`config.mk`:
```
export PLATFORM = sky130hd
export DESIGN_NAME = vc_dest_scheduler
export DESIGN_NICKNAME = d
export VERILOG_FILES = /design/src/rtl/vc_sched_pkg.sv /design/src/rtl/wrr_credit_counter.sv /design/src/rtl/vc_dest_scheduler.sv
export SDC_FILE = /design/constraint.sdc
export NUM_CORES = 1
export LEC_CHECK = 0
export BUFFER_PORTS_ARGS = -buffer_cell sky130_fd_sc_hd__buf_2
export CORE_ASPECT_RATIO = 2
export CORE_MARGIN = 4
export CORE_UTILIZATION = 28
export DETAILED_ROUTE_END_ITERATION = 16
export HOLD_SLACK_MARGIN = 0.08
export PLACE_DENSITY = 0.59
export SLEW_MARGIN = 25
export SYNTH_ARGS = -nofsm -noshare
export SYNTH_HDL_FRONTEND = slang
export SYNTH_SLANG_ARGS = --single-unit
export TNS_END_PERCENT = 5
```
`constraint.sdc`:
```
create_clock -name clk -period 7.7 [get_ports clk]
set_input_delay 2.31 -clock clk [delete_from_list [all_inputs] [get_ports clk]]
set_output_delay 2.31 -clock clk [all_outputs]
set_load 0.01 [all_outputs]
```
`src/rtl/vc_sched_pkg.sv`:
```
// Shared definitions for the VC-to-destination scheduler.
// Provides the FSM state encoding, the default destination-bit position and
// the weight clamp used when loading the round-robin credit.
package vc_sched_pkg;

  localparam logic ST_IDLE  = 1'b0;
  localparam logic ST_SERVE = 1'b1;

  typedef enum logic {
    StIdle  = ST_IDLE,
    StServe = ST_SERVE
  } sched_state_e;

  // Destination select sits one below the MSB of the default 6-bit word.
  localparam int unsigned DATA_WIDTH_DFLT = 6;
  localparam int unsigned DEST_BIT        = DATA_WIDTH_DFLT - 2;

  // A zero weight would starve its VC, so it is promoted to one pop per round.
  function automatic int unsigned w_clamp(input int unsigned weight);
    return (weight == 0) ? 1 : weight;
  endfunction

endpackage

```
`src/rtl/wrr_credit_counter.sv`:
```
// Credit counter and owner bit for a two-way weighted round-robin.
// Ports:
//   clk, reset       clock, synchronous active-high reset
//   start            load owner=0, credit=w_vc0 (entering service)
//   take_cur         owner was granted this cycle
//   take_other       non-owner was granted this cycle
//   w_vc0, w_vc1     clamped (non-zero) weights, sampled only on a load
//   owner            VC currently holding credit
//   credit           remaining pops for the owner
//   zero             credit is zero (only outside service)
module wrr_credit_counter #(
  parameter int unsigned WEIGHT_WIDTH = 4
) (
  input  logic                    clk,
  input  logic                    reset,
  input  logic                    start,
  input  logic                    take_cur,
  input  logic                    take_other,
  input  logic [WEIGHT_WIDTH-1:0] w_vc0,
  input  logic [WEIGHT_WIDTH-1:0] w_vc1,
  output logic                    owner,
  output logic [WEIGHT_WIDTH-1:0] credit,
  output logic                    zero
);

  logic                    owner_q, owner_d;
  logic [WEIGHT_WIDTH-1:0] credit_q, credit_d;
  logic [WEIGHT_WIDTH-1:0] w_own, w_oth, dec_own, dec_oth;

  always_comb begin
    owner_d  = owner_q;
    credit_d = credit_q;
    w_own    = owner_q ? w_vc1 : w_vc0;
    w_oth    = owner_q ? w_vc0 : w_vc1;
    dec_own  = credit_q - WEIGHT_WIDTH'(1);
    dec_oth  = w_oth - WEIGHT_WIDTH'(1);
    if (start) begin
      owner_d  = 1'b0;
      credit_d = w_vc0;
    end else if (take_cur) begin
      if (dec_own == '0) begin
        owner_d  = ~owner_q;
        credit_d = w_oth;
      end else begin
        credit_d = dec_own;
      end
    end else if (take_other) begin
      // Other VC steals the turn; a weight-1 steal hands it straight back.
      if (dec_oth == '0) begin
        credit_d = w_own;
      end else begin
        owner_d  = ~owner_q;
        credit_d = dec_oth;
      end
    end
  end

  always_ff @(posedge clk) begin
    if (reset) begin
      owner_q  <= 1'b0;
      credit_q <= '0;
    end else begin
      owner_q  <= owner_d;
      credit_q <= credit_d;
    end
  end

  assign owner  = owner_q;
  assign credit = credit_q;
  assign zero   = (credit_q == '0);

endmodule

```
`src/rtl/vc_dest_scheduler.sv`:
```
// Weighted round-robin scheduler from the VC0/VC1 FIFOs to the D0/D1 FIFOs.
// Pops at most one eligible head word per cycle and pushes it, one cycle
// later, to the D FIFO chosen by the word's destination bit.
// Ports:
//   clk, reset                 clock, synchronous active-high reset
//   init                       enable; 0 returns the FSM to IDLE
//   weight_vc0, weight_vc1     consecutive-pop budgets (0 treated as 1)
//   vcX_data, vcX_empty        first-word-fall-through VC FIFO heads
//   d0/d1_almost_full          destination backpressure, checked at pop time
//   vc0_pop, vc1_pop           combinational pops
//   d_data, d0_push, d1_push   registered word and one-cycle push strobes
//   cur_vc, active             credit owner, FSM not in IDLE
//   cnt_d0, cnt_d1             wrapping delivered-word counters
module vc_dest_scheduler
  import vc_sched_pkg::*;
#(
  parameter int unsigned DATA_WIDTH   = 6,
  parameter int unsigned WEIGHT_WIDTH = 4,
  parameter int unsigned CNT_WIDTH    = 8
) (
  input  logic                    clk,
  input  logic                    reset,
  input  logic                    init,
  input  logic [WEIGHT_WIDTH-1:0] weight_vc0,
  input  logic [WEIGHT_WIDTH-1:0] weight_vc1,
  input  logic [DATA_WIDTH-1:0]   vc0_data,
  input  logic                    vc0_empty,
  input  logic [DATA_WIDTH-1:0]   vc1_data,
  input  logic                    vc1_empty,
  input  logic                    d0_almost_full,
  input  logic                    d1_almost_full,
  output logic                    vc0_pop,
  output logic                    vc1_pop,
  output logic [DATA_WIDTH-1:0]   d_data,
  output logic                    d0_push,
  output logic                    d1_push,
  output logic                    cur_vc,
  output logic                    active,
  output logic [CNT_WIDTH-1:0]    cnt_d0,
  output logic [CNT_WIDTH-1:0]    cnt_d1
);

  localparam int unsigned DestBit = DATA_WIDTH - 2;

  sched_state_e            state_q, state_d;
  logic [WEIGHT_WIDTH-1:0] w0, w1, credit;
  logic                    e0, e1, e_cur, e_oth, serve, start, take_cur, take_other;
  logic                    credit_zero;
  logic [DATA_WIDTH-1:0]   pop_word;
  logic [DATA_WIDTH-1:0]   data_q;
  logic                    push0_q, push1_q;
  logic [CNT_WIDTH-1:0]    cnt_d0_q, cnt_d1_q;

  assign w0 = WEIGHT_WIDTH'(w_clamp(32'(weight_vc0)));
  assign w1 = WEIGHT_WIDTH'(w_clamp(32'(weight_vc1)));

  assign e0 = ~vc0_empty & ~(vc0_data[DestBit] ? d1_almost_full : d0_almost_full);
  assign e1 = ~vc1_empty & ~(vc1_data[DestBit] ? d1_almost_full : d0_almost_full);

  // Pops are suppressed while reset is high so no word is lost to the reset.
  assign serve      = (state_q == StServe) & init & ~reset;
  assign start      = (state_q == StIdle) & init & ~reset;
  assign e_cur      = cur_vc ? e1 : e0;
  assign e_oth      = cur_vc ? e0 : e1;
  assign take_cur   = serve & e_cur;
  assign take_other = serve & ~e_cur & e_oth;

  assign vc0_pop  = (take_cur & ~cur_vc) | (take_other & cur_vc);
  assign vc1_pop  = (take_cur & cur_vc) | (take_other & ~cur_vc);
  assign pop_word = vc1_pop ? vc1_data : vc0_data;

  always_comb begin
    state_d = state_q;
    unique case (state_q)
      StIdle:  if (init) state_d = StServe;
      StServe: if (!init) state_d = StIdle;
      default: state_d = StIdle;
    endcase
  end

  always_ff @(posedge clk) begin
    if (reset) begin
      state_q  <= StIdle;
      data_q   <= '0;
      push0_q  <= 1'b0;
      push1_q  <= 1'b0;
      cnt_d0_q <= '0;
      cnt_d1_q <= '0;
    end else begin
      state_q <= state_d;
      if (vc0_pop || vc1_pop) begin
        data_q  <= pop_word;
        push0_q <= ~pop_word[DestBit];
        push1_q <= pop_word[DestBit];
      end else begin
        push0_q <= 1'b0;
        push1_q <= 1'b0;
      end
      if (push0_q) cnt_d0_q <= cnt_d0_q + CNT_WIDTH'(1);
      if (push1_q) cnt_d1_q <= cnt_d1_q + CNT_WIDTH'(1);
    end
  end

  wrr_credit_counter #(
    .WEIGHT_WIDTH(WEIGHT_WIDTH)
  ) u_credit (
    .clk       (clk),
    .reset     (reset),
    .start     (start),
    .take_cur  (take_cur),
    .take_other(take_other),
    .w_vc0     (w0),
    .w_vc1     (w1),
    .owner     (cur_vc),
    .credit    (credit),
    .zero      (credit_zero)
  );

  // A push still pending when reset rises is dropped, not delivered.
  assign d0_push = push0_q & ~reset;
  assign d1_push = push1_q & ~reset;
  assign d_data  = data_q;
  assign active  = (state_q == StServe);
  assign cnt_d0  = cnt_d0_q;
  assign cnt_d1  = cnt_d1_q;

endmodule

```
# --- Word-level counts from Yosys, hierarchy flattened ---
# Cells that the tools add are included.
op_classes:
  n_addsub: 4
  n_bitwise: 27
  n_mux: 19
  n_reduce_logical: 10
  n_eq_ne: 2
op_table:
  columns: ["cell", "count"]
  rows:
  - ["two-way mux 4 bit", 9]
  - ["adder 8 x 1 -> 8 bit, second input constant", 2]
  - ["zero test 4 bit", 4]
  - ["bitwise AND 1 bit", 15]
  - ["NOT 1 bit", 10]
  - ["two-way mux 1 bit", 9]
  - ["subtractor 4 x 1 -> 4 bit, second input constant", 2]
  - ["two-way mux 6 bit", 1]
  - ["OR reduction 2 bit", 2]
  - ["AND reduction 3 bit", 1]
  - ["nonzero test 3 bit", 1]
  - ["!= test 2 x 1 -> 1 bit, second input constant", 1]
  - ["!= test 2 bit, second input constant", 1]
  - ["OR 1 bit", 2]
  - ["nonzero test 2 bit", 1]
  - ["logical OR 1 bit", 1]
word_totals:
  in_bits: 27
  output_inout_bits: 28
  regBits: 30

# --- Logic depth before layout (Yosys ltp) ---
# Gate-level depths: netlist of the first run.
depth:
  word_depth: 12
  ltp_mapped: 10
  mapped_depth_nobuf: 9

# --- By module ---
# A second synthesis of the first run with hierarchy kept.
unflattened:
  cells_unflattened: 250
  hier_area_um2: 2053.2
by_module_without_submodules:
  columns: ["mod", "instances", "cells_each", "area_each_um2", "seq_area_each_um2"]
  rows:
  - ["vc_dest_scheduler", 1, 134, 1197.4, 500.5]
  - ["wrr_credit_counter", 1, 116, 855.8, 100.1]

# --- Worst setup path after synthesis of the first run ---
# Ideal clock, no wire load.
synth_path:
  path_type: "input to output"
  startpoint: "input port vc1_data[4]"
  endpoint: "output port vc1_pop"
  arrival_ns: 3.160
  cell_stages: 4
  path_slack_ns: 2.230
  n_path_buf: 0
  t_required_ns: 5.390
  cell_sequence: "mux2_4 -> nor3_1 -> o21ai_1 -> inv_2"
synth_between:
  elab_chain_len: 9
  word_cells_on_any_way: 12
synth_rtl:
  columns: ["element", "line_no", "source"]
  rows:
  - ["start: declaration", "vc_dest_scheduler.sv:28", "input logic [DATA_WIDTH-1:0] vc1_data,"]
  - ["two-way mux 1 bit *", "vc_dest_scheduler.sv:58", "assign e1 = ~vc1_empty & ~(vc1_data[DestBit] ? d1_almost_full : d0_almost_full);"]
  - ["NOT 1 bit *", "vc_dest_scheduler.sv:58", null]
  - ["bitwise AND 1 bit *", "vc_dest_scheduler.sv:58", null]
  - ["two-way mux 1 bit", "vc_dest_scheduler.sv:63", "assign e_cur = cur_vc ? e1 : e0;"]
  - ["NOT 1 bit", "vc_dest_scheduler.sv:66", "assign take_other = serve & ~e_cur & e_oth;"]
  - ["bitwise AND 1 bit (2 in series)", "vc_dest_scheduler.sv:66", null]
  - ["bitwise AND 1 bit", "vc_dest_scheduler.sv:69", "assign vc1_pop = (take_cur & cur_vc) | (take_other & ~cur_vc);"]
  - ["OR 1 bit *", "vc_dest_scheduler.sv:69", null]
  - ["end: declaration", "vc_dest_scheduler.sv:33", "output logic vc1_pop,"]
# Every way passes the cells marked *; elsewhere a longest branch is shown, timed or not.

# --- Worst setup path after layout of the first run ---
layout_path:
  startpoint: "input port reset"
  endpoint: "output port vc1_pop"
layout_between:
  elab_chain_len: 6
  word_cells_on_any_way: 8
layout_rtl:
  columns: ["element", "line_no", "source"]
  rows:
  - ["start: declaration", "vc_dest_scheduler.sv:22", "input logic reset,"]
  - ["NOT 1 bit *", "vc_dest_scheduler.sv:61", "assign serve = (state_q == StServe) & init & ~reset;"]
  - ["bitwise AND 1 bit *", "vc_dest_scheduler.sv:61", null]
  - ["bitwise AND 1 bit (2 in series)", "vc_dest_scheduler.sv:66", null]
  - ["bitwise AND 1 bit", "vc_dest_scheduler.sv:69", null]
  - ["OR 1 bit *", "vc_dest_scheduler.sv:69", null]
# Marks and branches as above.

==> impl_metrics.tcl, run 1 <==
set metrics [dict create \
    synth_compound_area_share_pct 19.8 \
    yosys.area_share.simple_pct 23.5 \
    cp-start-kind "input pin" \
    synthDistinctLibCells 53 \
    die_x_um 65.0 \
    ys_seq_area_share_pct 33.0 \
    grt_max_degree 31 \
    fin_util_pct 36.5 \
    coreArea_sq_um 6310 \
    sw_frac_of_total_pct 23.0 \
    synth_edf_count 0 \
    hold_violations 0 \
    muxShareOfSynthArea_pct 9.48 \
    synth_seq_cells 30 \
    postCtsSetupBuffers 0 \
    drive_gt1_share_pct 26.4 \
    power_leakage_nw 1.03 \
    reg2reg_setup_slack_ns 4.93 \
    grt_overflow 0 \
    wl_um 4560 \
    areaGrowthSynthToFinish_pct 26.4 \
    cts_inserted_buffers 5 \
    synth_async_sr_flop_share_pct 0 \
    max_slew_margin_pct 56.1 \
    worst_slew_pin_slew_ns 0.658 \
    synthXorXnorAreaFrac_pct 6.25 \
    internal-power_uw 308 \
    yosys.area.top_type "dfxtp_1" \
    num_vias 1773 \
    tns_ns 0 \
    clockRootBuffer "clkbuf_16" \
    critical_path_class "in -> out" \
    syn-cell-area_sq_um 1820 \
    end_kind "primary output" \
    finalClockSkew_ns 0.00211 \
    avgSynthCellArea_sq_um 8.59 \
    n_fill_cell 673 \
    worstRegToRegCells 8 \
    clock.fmax_mhz 164 \
    finalSetupViolCount 0 \
    crit_fanout 30 \
    cts-htree-levels 2 \
    holdWs_ns 0.450 \
    worstPathRequired_ns 5.39 \
    cp_slowest_cell "nand3b_1" \
    n_antenna_cell 0 \
    dr.pass1.iters 4 \
    nets 297 \
    slowest_delay_ns 0.37 \
    synthAdderAreaFrac_pct 4.12 \
    finalPower_uw 400 \
    p_sw_uw 92.1 \
    rows 41 \
    gp_congestion 0.886 \
    cpMostUsedCell "buf_2" \
    drc 0 \
    track_usage_pct 12.0 \
    clock-sinks 30 \
    synth_flop_cell "dfxtp_1" \
    min-delay-start "d_data[2]" \
    crit_end "vc1_pop" \
    combPwrFrac_pct 12.2 \
    synth_cells 212 \
    synth.top_cell.area_share_pct 33.0 \
    final_max_slew_viol_count 0 \
    hold_buffers 0 \
    antenna_found_initial 0 \
    io_pins 55 \
    cp-startpoint "reset" \
    pwr-share-seq_pct 40.6 \
    reg2reg_to "u_credit.credit[2]" \
    clockBufferDepth 2 \
    power_density_nw_per_um2 174 \
    min-delay-path-class "reg -> reg" \
    grt_pass1_vias 1686 \
    postLayoutSetupSlackWorst_ns 1.59 \
    cts_tree "yes" \
    r2r-start "u_credit.owner" \
    fin_crit_sh_pct 79.3 \
    grt_first_pass_wirelength_um 7520 \
    insertion_delay_ns 0.27 \
    yosysWarnings 0 \
    post_cts_resized 0 \
    vias_per_cell 5.05 \
    status "finished, final reports clean" \
    crit_arrival_ns 3.80 \
    synth_area_leaders "dfxtp_1 33%, mux2i_1 6.0%, xor2_1 4.8%, nor2_1 4.5%, ha_1 4.1%" \
    antenna_left 0 \
    dp_slack_ns 1.57 \
    rsz0062_at_grt "false" \
    wire_per_inst_um 13.0 \
    dp_hpwl_um 3690 \
    clkTransAtPathRegs_ns 0.05 \
    period_minus_slack_ns 6.11 \
    p_clk_share_pct 47.2 \
    irDropWorstVdd_uv 83.1 \
    start_util_pct 28.9 \
    drt_iter0_markers 94 \
    synth_top_family_by_area "simple AND/OR/NAND/NOR gates" \
    syn-num-nets 245 \
    cp_cell_sequence "buf_2, nand3b_1, nor3_1, o21ai_1, inv_2, buf_2" \
    port_buffers 54 \
    die_h_um 122 \
    cap_violations 0 \
    fp.dieArea_sq_um 7940 \
]
-- state kept, by name, summed over array words and instances (netlist names) --
signal,count
push0_q,1
u_credit.credit,4
active,1
push1_q,1
cnt_d0,8
cnt_d1,8
u_credit.owner,1
d_data,6
-- cells in the mapped netlist (6+ instances only) --
| library cell | n |
|---|---|
| a21oi_1 | 9 |
| clkbuf_1 | 6 |
| dfxtp_1 | 30 |
| ha_1 | 6 |
| inv_1 | 6 |
| mux2i_1 | 11 |
| nand2_1 | 11 |
| nand4_1 | 7 |
| nor2_1 | 22 |
| nor3_1 | 6 |
| or3_1 | 6 |
| xor2_1 | 10 |
-- worst max-delay path, delay by kind of cell --
family	cells	cell delay, ns
AOI/OAI and AO/OA	1	0.25
and+or+nand+nor	2	0.65
buffers and inverters	3	0.58
-- power by group through the flow --
| stage | Sequential [mW] | Combinational, mW | Clock [mW] |
|---|---|---|---|
| 4_1_cts | 0.162 | 0.0494 | 0.195 |
| 2_1_floorplan | 0.165 | 0.0319 | 0 |
| 3_3_place_gp | 0.165 | 0.0489 | 0 |
| 6_report | 0.163 | 0.0487 | 0.189 |
| 5_1_grt | 0.163 | 0.0541 | 0.202 |
| 3_5_place_dp | 0.166 | 0.0492 | 0 |
-- stage by stage --
stage               instances  cell area, sq um
CTS                       351              2300
global placement          343              2160
finish                    351              2300
detailed placement        343              2160
floorplan                 212              1820
global route              351              2300
-- cell usage in the layout (no fill, tap or decap), types with 3 or more instances in the layout --
cell	netlist	layout
buf_2	2	54
a31oi_1	4	4
ha_1	6	6
xor2_1	10	10
inv_1	6	6
nand3_1	3	3
nand2_1	11	11
xnor2_1	3	3
or3_1	6	6
nor2b_1	5	5
nor2_1	22	22
nor3_1	6	6
a21o_1	3	3
dfxtp_1	30	30
a21oi_1	9	9
a211oi_1	5	5
nand4_1	7	7
o21ai_1	5	5
mux2i_1	11	11
nand3b_1	5	5
nand2b_1	5	5
o21ai_0	5	5
clkbuf_16	0	5
-- worst min-delay path by stage --
| stage | to | slack, ns | depth (start not counted) |
|---|---|---|---|
| after floorplan | d_data[4] | 0.49 | 1 |
| after global placement | d_data[2] | 0.44 | 1 |
| after detailed placement | d_data[2] | 0.44 | 1 |
| after CTS | d_data[2] | 0.45 | 1 |
| after global routing | d_data[2] | 0.47 | 1 |
| final | d_data[2] | 0.45 | 1 |
-- cell families (layout without fill, tap and decap cells) --
kind of cell | count (synthesis) | after routing
simple gates | 80 | 80
compound gates | 51 | 51
flops | 30 | 30
mux | 16 | 16
buf+inv | 16 | 69
xor+xnor | 13 | 13
fa+ha+maj | 6 | 6
-- per-layer routing --
layer / routed length (um) / GRT usage, % / up-vias / share of wire [%]
met5: 0 / 0 / - / 0
met4: 142 / 6.23 / 0 / 3.1
met3: 286 / 2.58 / 13 / 6.3
met2: 2410 / 22.7 / 61 / 53
met1: 1730 / 11.9 / 829 / 38
li1: - / - / 870 / -
-- area by class of cell --
cell class	count	area (sq um)	share of cell area (%)
clock buffers	7	143	6.19
clock inverters	1	5.00	0.217
inverters	7	26.3	1.14
multi-input cells	166	1150	50.0
flip-flops and latches	30	601	26.1
well taps	86	108	4.67
repair buffers	54	270	11.7
No activity file was read; power rests on OpenSTA's default activity.
==> run 2: changes to the inputs <==
==> constraint.sdc (replaced) <==
create_clock -name clk -period 5.9 [get_ports clk]
set_input_delay 1.77 -clock clk [delete_from_list [all_inputs] [get_ports clk]]
set_output_delay 1.77 -clock clk [all_outputs]
set_load 0.01 [all_outputs]
==> impl_metrics.tcl, run 2 (synthesized netlist as in run 1, its figures left out) <==
set metrics [dict create \
    status "finished, final reports clean" \
    port_buffers 54 \
    hold_buffers 0 \
    cap_violations 0 \
    vias_per_cell 5.02 \
    clockBufferDepth 2 \
    wl_um 4800 \
    pwr-share-seq_pct 39.9 \
    period_minus_slack_ns 4.82 \
    wire_per_inst_um 13.6 \
    finalClockSkew_ns 0.00483 \
    gp_congestion 0.886 \
    grt_overflow 0 \
    cp_cell_sequence "buf_2, nand3b_1, nor3_1, o21ai_1, inv_2, buf_2" \
    drt_iter0_markers 79 \
    p_sw_uw 129 \
    drive_gt1_share_pct 26.7 \
    sw_frac_of_total_pct 24.3 \
    clock.fmax_mhz 207 \
    layout_common_cells "54 x buf_2, 30 x dfxtp_1, 22 x nor2_1" \
    crit_arrival_ns 3.05 \
    clockRootBuffer "clkbuf_16" \
    io_pins 55 \
    critical_path_class "in -> out" \
    clkTransAtPathRegs_ns 0.05 \
    final_max_slew_viol_count 0 \
    finalSetupViolCount 0 \
    final_common_cell "buf_2" \
    power_density_nw_per_um2 230 \
    die_h_um 122 \
    rows 41 \
    dr.pass1.iters 4 \
    slowest_delay_ns 0.32 \
    antenna_left 0 \
    tns_ns 0 \
    min-delay-path-class "reg -> reg" \
    max_slew_margin_pct 54.9 \
    fin_crit_sh_pct 81.7 \
    n_antenna_cell 0 \
    cpMostUsedCell "buf_2" \
    cp-start-kind "input pin" \
    p_clk_share_pct 48.0 \
    drc 0 \
    worst_slew_pin_slew_ns 0.676 \
    power_leakage_nw 1.04 \
    cp_slowest_cell "nand3b_1" \
    place_inst 344 \
    grt_first_pass_wirelength_um 7950 \
    dp_hpwl_um 3830 \
    worstPathRequired_ns 4.13 \
    rsz0062_at_grt "false" \
    cts_tree "yes" \
    die_x_um 65.0 \
    hold_violations 0 \
    finalPower_uw 532 \
    insertion_delay_ns 0.28 \
    clock-sinks 30 \
    nets 298 \
    cts_inserted_buffers 5 \
    areaGrowthSynthToFinish_pct 26.9 \
    irDropWorstVdd_uv 112 \
    antenna_found_initial 0 \
    fp.dieArea_sq_um 7940 \
    internal-power_uw 403 \
    track_usage_pct 12.8 \
    grt_max_degree 30 \
    cts-htree-levels 2 \
    crit_fanout 8 \
    num_vias 1766 \
    postCtsSetupBuffers 0 \
    grt_pass1_vias 1725 \
    end_kind "primary output" \
    start_util_pct 28.9 \
    post_cts_resized 0 \
    combPwrFrac_pct 12.2 \
    fin_util_pct 36.6 \
    coreArea_sq_um 6310 \
    final_cells 352 \
]
## run 2: cell types whose count changed in the layout (fill, tap and decap cells not counted)
cell,change
buf_4,+1
## run 2: cell type report
class                   instances  area, sq um
inverters                       7         26.3
well taps                      86          108
clock buffers                   7          143
repair buffers                 55          278
clock inverters                 1         5.00
flip-flops and latches         30          601
multi-input cells             166         1150
fillers                       674         4000
## run 2: worst paths after layout
check,from,to,slack (ns),depth (start not counted)
setup / recovery,reset,vc1_pop,1.08,6
hold / removal,d_data[2],d_data[2],0.45,1
setup reg to reg,u_credit.owner,u_credit.credit[2],3.14,8
hold reg to reg,d_data[2],d_data[2],0.45,1
## run 2: critical path, delay by kind of cell
kind                   cells  cell delay (ns)
buffers and inverters      3             0.41
AOI/OAI and AO/OA          1             0.25
and+or+nand+nor            2             0.61
## run 2: per-stage QoR
| stage | area [sq um] | hold slack [ns] | setup WS (ns) |
|---|---|---|---|
| floorplan | 1820 | 0.493 | 1.51 |
| global placement | 2160 | 0.433 | 1.12 |
| detailed placement | 2160 | 0.442 | 1.06 |
| CTS | 2310 | 0.454 | 1.05 |
| global route | 2310 | 0.465 | 0.910 |
| finish | 2310 | 0.449 | 1.08 |
## run 2: per-layer routing
| layer | global-route usage (%) | wire (um) |
|---|---|---|
| met1 | 12.7 | 1770 |
| met2 | 24.1 | 2540 |
| met3 | 2.40 | 335 |
| met4 | 7.53 | 162 |
| met5 | 0 | 0 |
## run 2: power by group through the flow
stage | sequential [mW] | clock, mW | combinational [mW]
5_1_grt | 0.213 | 0.266 | 0.0721
3_3_place_gp | 0.216 | 0 | 0.0643
2_1_floorplan | 0.215 | 0 | 0.0416
4_1_cts | 0.212 | 0.260 | 0.0653
3_5_place_dp | 0.216 | 0 | 0.0649
6_report | 0.212 | 0.255 | 0.0647
==> run 3: changes to the inputs <==
--- a/config.mk
+++ b/config.mk
@@ -11,7 +11,7 @@
 export CORE_UTILIZATION = 28
 export DETAILED_ROUTE_END_ITERATION = 16
 export HOLD_SLACK_MARGIN = 0.08
-export PLACE_DENSITY = 0.59
+export PLACE_DENSITY = 0.6
 export SLEW_MARGIN = 25
 export SYNTH_ARGS = -nofsm -noshare
 export SYNTH_HDL_FRONTEND = slang
==> constraint.sdc (replaced) <==
create_clock -name clk -period 4.3 [get_ports clk]
set_input_delay 1.29 -clock clk [delete_from_list [all_inputs] [get_ports clk]]
set_output_delay 1.29 -clock clk [all_outputs]
set_load 0.01 [all_outputs]
==> impl_metrics.tcl, run 3 (synthesized netlist as in run 1, its figures left out) <==
set metrics [dict create \
    status "finished, final reports clean" \
    cts_tree "yes" \
    rows 41 \
    cp_slowest_cell "o21ai_1" \
    wire_per_inst_um 13.2 \
    drt_iter0_markers 98 \
    drive_gt1_share_pct 27.1 \
    layout_common_cells "54 x buf_2, 30 x dfxtp_1, 22 x nor2_1" \
    grt_pass1_vias 1648 \
    routed-wl-met3_um 257 \
    grt_max_degree 30 \
    power_leakage_nw 1.04 \
    wl_um 4660 \
    wl_met2_um 2510 \
    dr.pass1.iters 4 \
    clock-sinks 30 \
    critical_path_class "in -> out" \
    dp_hpwl_um 3710 \
    end_kind "primary output" \
    cp-start-kind "input pin" \
    met1_length_um 1810 \
    worst_slew_pin_slew_ns 0.624 \
    areaGrowthSynthToFinish_pct 26.6 \
    dr.max_layer_used "met4" \
    vias_per_cell 4.96 \
    cpMostUsedCell "buf_2" \
    hold_violations 0 \
    cts_inserted_buffers 5 \
    postLayoutSetupSlackWorst_ns 0.448 \
    fin_util_pct 36.5 \
    crit_fanout 4 \
    postCtsSetupBuffers 0 \
    final_max_slew_viol_count 0 \
    grt_first_pass_wirelength_um 7520 \
    finalSetupViolCount 0 \
    antenna_left 0 \
    rsz0062_at_grt "false" \
    nets 299 \
    grt_overflow 0 \
    clock.fmax_mhz 260 \
    dp_slack_ns 0.422 \
    clockRootBuffer "clkbuf_16" \
    num_vias 1746 \
    crit_arrival_ns 2.56 \
    finalClockSkew_ns 0.00371 \
    coreArea_sq_um 6310 \
    power_density_nw_per_um2 301 \
    track_usage_pct 12.0 \
    worstPathRequired_ns 3.01 \
    min-delay-path-class "reg -> reg" \
    stdcell_area_sq_um 2310 \
    place_area_sq_um 2170 \
    post_cts_resized 0 \
    cap_violations 0 \
    port_buffers 54 \
    tns_ns 0 \
    drc 0 \
    n_antenna_cell 0 \
    start_util_pct 28.9 \
    antenna_found_initial 0 \
    clockBufferDepth 2 \
    slowest_delay_ns 0.47 \
    gp_congestion 0.809 \
    die_h_um 122 \
    max_slew_margin_pct 57.4 \
    fp.dieArea_sq_um 7940 \
    io_pins 55 \
    hold_buffers 0 \
    fin_crit_sh_pct 89.6 \
    clkTransAtPathRegs_ns 0.05 \
    cts-htree-levels 2 \
    period_minus_slack_ns 3.85 \
    n_fill_cell 672 \
    cp_cell_sequence "buf_2, mux2i_1, nand2b_1, o21ai_1, inv_2, buf_2" \
    irDropWorstVdd_uv 113 \
    final_common_cell "buf_2" \
    insertion_delay_ns 0.27 \
    die_x_um 65.0 \
]
[run 3: changes by cell type in the layout (fill, tap and decap cells not counted)]
cell	delta
buf_4	+1
clkbuf_1	-1
clkinv_2	+1
clkbuf_8	-1
[run 3: worst paths after layout]
path / slack [ns] / depth (start not counted) / start / end
max: 0.45 / 6 / vc0_data[4] / vc1_pop
min: 0.45 / 1 / d_data[5] / d_data[5]
max reg2reg: 1.48 / 8 / u_credit.owner / u_credit.credit[2]
min reg2reg: 0.45 / 1 / d_data[5] / d_data[5]
[run 3: area by class of cell]
| cell class | count | area, sq um | share of cell area, % |
|---|---|---|---|
| Multi-Input combinational cell | 166 | 1150 | 49.9 |
| Sequential cell | 30 | 601 | 26.0 |
| Timing Repair Buffer | 56 | 285 | 12.4 |
| Clock buffer | 5 | 125 | 5.43 |
| Tap cell | 86 | 108 | 4.67 |
| Inverter | 7 | 26.3 | 1.14 |
| Clock inverter | 2 | 10.0 | 0.434 |
[run 3: power breakdown]
| group | switching [mW] | total (mW) | leakage (nW) | internal, mW |
|---|---|---|---|---|
| registers | 0.00671 | 0.291 | 0.243 | 0.284 |
| clock network | 0.108 | 0.316 | 0.0694 | 0.208 |
| logic | 0.0473 | 0.0876 | 0.726 | 0.0402 |
| total | 0.162 | 0.694 | 1.04 | 0.532 |
[run 3: per-stage QoR]
step           hold WS, ns  total power [mW]  std cells
5_1_grt              0.478             0.726        352
3_3_place_gp         0.436             0.382        345
3_5_place_dp         0.447             0.384        345
4_1_cts              0.459             0.705        352
2_1_floorplan        0.493             0.352        212
6_report             0.454             0.694        352
[run 3: routing by layer]
metal	vias up	global-route usage (%)
li1	878	-
met1	810	11.8
met2	51	23.2
met3	7	2.31
met4	0	5.45
met5	-	0
[run 3: critical path: cells and delay by family]
kind                   cells  cell delay [ns]
AO/OA/AOI/OAI              1             0.47
AND/OR/NAND/NOR            1             0.16
multiplexers               1             0.27
buffers and inverters      3             0.39
